--- src/rtl/oam_dma_controller_pkg.sv ---
// Shared constants, state encoding and source-page helper for the OAM DMA controller.
package oam_dma_controller_pkg;

   localparam logic [15:0] DMA_REG_ADDR  = 16'hFF46;
   localparam logic [15:0] OAM_BASE      = 16'hFE00;
   localparam int unsigned OAM_DMA_BYTES = 160;
   localparam logic [15:0] HRAM_LO       = 16'hFF80;
   localparam logic [15:0] HRAM_HI       = 16'hFFFE;
   localparam logic [7:0]  ECHO_PAGE_MIN = 8'hE0;
   localparam logic [7:0]  LAST_INDEX    = 8'(OAM_DMA_BYTES - 1);

   typedef enum logic [2:0] {
      StIdle,
      StStart,
      StRead,
      StWrite,
      StWait
   } dma_state_e;

   // Pages E0..FF alias work RAM through the echo mirror.
   function automatic logic [7:0] src_page(input logic [7:0] val);
      return (val >= ECHO_PAGE_MIN) ? (val - 8'h20) : val;
   endfunction

endpackage

--- src/rtl/oam_dma_controller.sv ---
// OAM DMA sequencer: owns the mmu port during READ/WRITE cycles, passes the CPU through otherwise.
// Optional CPU bus lock during a transfer is enabled by defining OAM_DMA_BUS_LOCK_EN.
module oam_dma_controller
   import oam_dma_controller_pkg::*;
#(
   parameter int unsigned WAIT_CLKS = 2
) (
   input  logic        iClock,
   input  logic        iReset,
   input  logic [15:0] iCpuAddr,
   input  logic        iCpuWe,
   input  logic [7:0]  iCpuData,
   input  logic        iCpuReadRequest,
   input  logic [7:0]  iMemData,
   output logic [15:0] oBusAddr,
   output logic        oBusWe,
   output logic [7:0]  oBusData,
   output logic        oBusReadRequest,
   output logic [7:0]  oCpuData,
   output logic        oCpuWait,
   output logic        oDmaActive,
   output logic [7:0]  oDmaReg
);

   localparam logic [2:0] WAIT_LAST = (WAIT_CLKS == 0) ? 3'd0 : 3'(WAIT_CLKS - 1);

   dma_state_e state_q, state_d;
   logic [7:0] index_q, index_d;
   logic [2:0] wait_q, wait_d;
   logic [7:0] dma_reg_q, dma_reg_d;
   logic [7:0] page_q, page_d;
   logic       trigger;

   assign trigger = iCpuWe && (iCpuAddr == DMA_REG_ADDR);

   always_ff @(posedge iClock) begin
      if (!iReset) begin
         state_q   <= StIdle;
         index_q   <= 8'h00;
         wait_q    <= 3'd0;
         dma_reg_q <= 8'h00;
         page_q    <= 8'h00;
      end else begin
         state_q   <= state_d;
         index_q   <= index_d;
         wait_q    <= wait_d;
         dma_reg_q <= dma_reg_d;
         page_q    <= page_d;
      end
   end

   always_comb begin
      state_d   = state_q;
      index_d   = index_q;
      wait_d    = wait_q;
      dma_reg_d = dma_reg_q;
      page_d    = page_q;
      case (state_q)
         StStart: begin
            index_d = 8'h00;
            state_d = StRead;
         end
         StRead: state_d = StWrite;
         StWrite: begin
            if (index_q == LAST_INDEX) begin
               index_d = 8'h00;
               state_d = StIdle;
            end else begin
               index_d = index_q + 8'd1;
               wait_d  = 3'd0;
               state_d = (WAIT_CLKS == 0) ? StRead : StWait;
            end
         end
         StWait: begin
            if (wait_q == WAIT_LAST) state_d = StRead;
            else                     wait_d  = wait_q + 3'd1;
         end
         default: ;
      endcase
      // A new FF46 write wins over whatever the transfer was doing.
      if (trigger) begin
         dma_reg_d = iCpuData;
         page_d    = src_page(iCpuData);
         state_d   = StStart;
      end
   end

`ifdef OAM_DMA_BUS_LOCK_EN
   logic in_hram;
   assign in_hram = (iCpuAddr >= HRAM_LO) && (iCpuAddr <= HRAM_HI);
`endif

   always_comb begin
      oBusAddr        = iCpuAddr;
      oBusWe          = iCpuWe;
      oBusData        = iCpuData;
      oBusReadRequest = iCpuReadRequest;
      oCpuData        = iMemData;
      oCpuWait        = 1'b0;
      oDmaActive      = (state_q != StIdle);
`ifdef OAM_DMA_BUS_LOCK_EN
      // Outside HRAM only FF46 writes still reach the bus while a transfer runs.
      if (oDmaActive && !in_hram) begin
         oBusWe          = trigger;
         oBusReadRequest = 1'b0;
         oCpuData        = 8'hFF;
      end
`endif
      case (state_q)
         StRead: begin
            oBusAddr        = {page_q, index_q};
            oBusWe          = 1'b0;
            oBusReadRequest = 1'b1;
            oCpuWait        = 1'b1;
         end
         StWrite: begin
            oBusAddr        = OAM_BASE + {8'h00, index_q};
            oBusData        = iMemData;
            oBusWe          = 1'b1;
            oBusReadRequest = 1'b0;
            oCpuWait        = 1'b1;
         end
         default: ;
      endcase
   end

   assign oDmaReg = dma_reg_q;

endmodule
--- config.mk ---
export PLATFORM = sky130hd
export DESIGN_NAME = oam_dma_controller
export DESIGN_NICKNAME = d
export VERILOG_FILES = /design/src/rtl/oam_dma_controller_pkg.sv /design/src/rtl/oam_dma_controller.sv
export SDC_FILE = /design/constraint.sdc
export NUM_CORES = 1
export LEC_CHECK = 0
export ABC_AREA = 1
export CAP_MARGIN = 20
export CORE_MARGIN = 10
export CORE_UTILIZATION = 59
export DETAILED_ROUTE_END_ITERATION = 10
export DONT_BUFFER_PORTS = 1
export PLACE_DENSITY = 0.75
export SYNTH_ARGS = -nofsm -noshare
export SYNTH_HDL_FRONTEND = slang
export SYNTH_SLANG_ARGS = --single-unit
--- constraint.sdc ---
create_clock -name iClock -period 2.5 [get_ports iClock]
set_clock_uncertainty 0.15 [all_clocks]
set_input_delay 0.5 -clock iClock [delete_from_list [all_inputs] [get_ports iClock]]
set_output_delay 0.5 -clock iClock [all_outputs]
set_load 0.02 [all_outputs]
==> results.tsv <==
metric	value	unit
p_per_area	736	nW/um^2
netlist_top_cells_area	dfxtp_1, nand2_1, nand3_1	
grt_usage	0.164	
std_cell_rows	19	
cts_buffers	3	
die-height	74.3	um
hold_path_end	oDmaReg[3]$_SDFFE_PN0P_	
syn-num-nets	315	
p_switching	623	uW
yosysTopAreaCell	dfxtp_1	
synth_top_area_frac	0.288	
ios	80	
drc	0	
rsz0062_at_grt	no	
outcome	complete, no violations	
dieArea	5520	um^2
globalplace.congestion	0.956	
clk_path_buf_depth	2	
seqPwrFrac	0.363	
cts_hold_buf	0	
min_from	iReset	
clock-sinks	25	
final_nets	315	
first_iter_violations	124	
ff2ff_setup_slack	0.82	ns
clkTransAtPathRegs	0.14	ns
synthXorXnorAreaFrac	0.00503	
coreArea	2780	um^2
worst_slew_pin_slew	0.452	ns
fin_util	0.637	
final_common_cell	nand2_1	
setup_tns	0	ns
synth_mux_area_frac	0	
clock_latency	0.32	ns
cp.arrival	1.59	ns
yosys_warnings	0	
cts-resized-gates	0	
startpoint	state_q[1]$_SDFFE_PP0P_	
postCtsSetupBuffers	0	
root_buffer	clkbuf_4	
crit_path_end_kind	output port	
dp_hpwl	3.62	mm
hold_violations	0	
synthCells	275	
grt_max_degree	22	
hold_path.class	primary input to flop	
slew_headroom	0.698	
placement.io_buffers	0	
cp.required	1.85	ns
switching_share	0.478	
finalCritPeriodShare	0.897	
ant_nets	0	
grt_pass1_vias	1559	
syn2layout_area_growth	1.73	%
cts_tree	yes	
clockPowerShare	0.142	
synthAdderAreaFrac	0.0288	
finalWirelength	4.49	mm
syn-cell-area	1740	um^2
synth_cell_types	26	
yosys.area_share.simple	0.387	
hold_ws	0.132	ns
intPower	679	uW
start_kind	flop	
hold_depth	2	
r2r-end	index_q[3]$_SDFFE_PN0P_	
peakVddDrop	0.000413	V
setup_viol	0	
antenna_found_initial	0	
overflow	0	
r2r-start	state_q[0]$_SDFFE_PN0P_	
die_w	74.3	um
r2r_cells	6	
synth-seq-area-share	0.288	
total_leakage_power	0.000762	uW
ys_ff_latch	25	
drtPass1Iterations	5	
fin_crit	2.24	ns
synth-compound-area-share	0.138	
cp_max_fo	12	
n_antenna_cell	0	
synth_top_family_by_area	simple AND/OR/NAND/NOR gates	
fmax	0.446	GHz
drv_slew	0	
initial_core_util	0.626	
grt_pass1_wl	7.39	mm
layout-drive-gt1-share	0.124	
combPwrFrac	0.495	
cts_max_level	1	
via_per_inst	5.48	
avgSynthCellArea	6.33	um^2
cap_violations	0	
route.vias.total	1670	
crit_type	flop to output port	
wl_per_cell	14.7	um
mostFrequentLayoutCells	nand2_1, inv_1, nand3_1	
==> power by group through the flow <==
| stage | logic (uW) | registers [uW] | clock network (uW) |
|---|---|---|---|
| floorplan | 529 | 474 | 0 |
| global placement | 645 | 479 | 0 |
| detailed placement | 650 | 481 | 0 |
| CTS | 652 | 473 | 188 |
| global route | 720 | 479 | 205 |
| finish | 645 | 473 | 184 |
==> per-stage QoR <==
stage	setup WS, ns	total power (uW)	instance area, um^2	cells
5_1_grt	0.0604	1400	1770	305
6_report	0.257	1300	1770	305
3_3_place_gp	0.624	1120	1740	301
2_1_floorplan	0.577	1000	1740	275
4_1_cts	0.251	1310	1770	305
3_5_place_dp	0.615	1130	1740	301
==> how the worst max path moves through the flow <==
stage / end / slack, ns / cells past startpoint
6_report: oBusAddr[7] / 0.26 / 6
4_1_cts: oBusAddr[7] / 0.25 / 6
3_5_place_dp: oBusAddr[7] / 0.61 / 6
2_1_floorplan: oBusData[0] / 0.58 / 4
3_3_place_gp: oBusAddr[3] / 0.62 / 6
5_1_grt: oBusData[2] / 0.06 / 5
==> layer usage <==
layer	wire [um]	global-route usage	vias up
li1	-	-	868
met1	1820	0.193	735
met2	2030	0.267	65
met3	628	0.0798	2
met4	5	0.0305	0
met5	0	0	-
==> state kept, by name, summed over array words and instances (netlist names) <==
signal	flops
index_q	8
oDmaReg	8
page_q	3
state_q	3
wait_q	3
==> cells by family (layout without fill, tap and decap cells) <==
group                      after synthesis  in the layout
adders and majority gates                4              4
xor gates and xnor gates                 1              1
DFF                                     25             25
and+or+nand+nor                        149            149
buffers and inverters                   53             52
AOI/OAI and AO/OA                       43             43
==> synth_stat cells <==
cell	n
inv_2	4
nor3_2	1
nand3b_1	1
buf_6	2
nand2_2	5
ha_1	4
dfxtp_1	25
clkbuf_1	1
nand4_1	1
nor2_1	28
nor3_4	1
nand3_1	29
nand2_1	75
o21ai_1	6
o21ai_0	17
o21bai_1	1
nor2_2	2
buf_4	14
or2_1	2
nor2_4	4
inv_1	30
buf_1	1
a21oi_1	13
xnor2_1	1
o22a_1	6
buf_2	1
==> final cells by class <==
class	instances	area (um^2)
Multi-Input combinational cell	197	972
Inverter	34	128
Clock buffer	4	26.3
Tap cell	31	38.8
Sequential cell	25	500
Timing Repair Buffer	14	105
Fill cell	269	1010
==> critical path: stages, from the launching register on <==
cell	delay (ns)
dfxtp_1	0.44
inv_2	0.06
nor2_4	0.21
buf_4	0.27
nand2_1	0.06
o21ai_0	0.07
buf_4	0.16
Power figures use the tool's default switching activity.
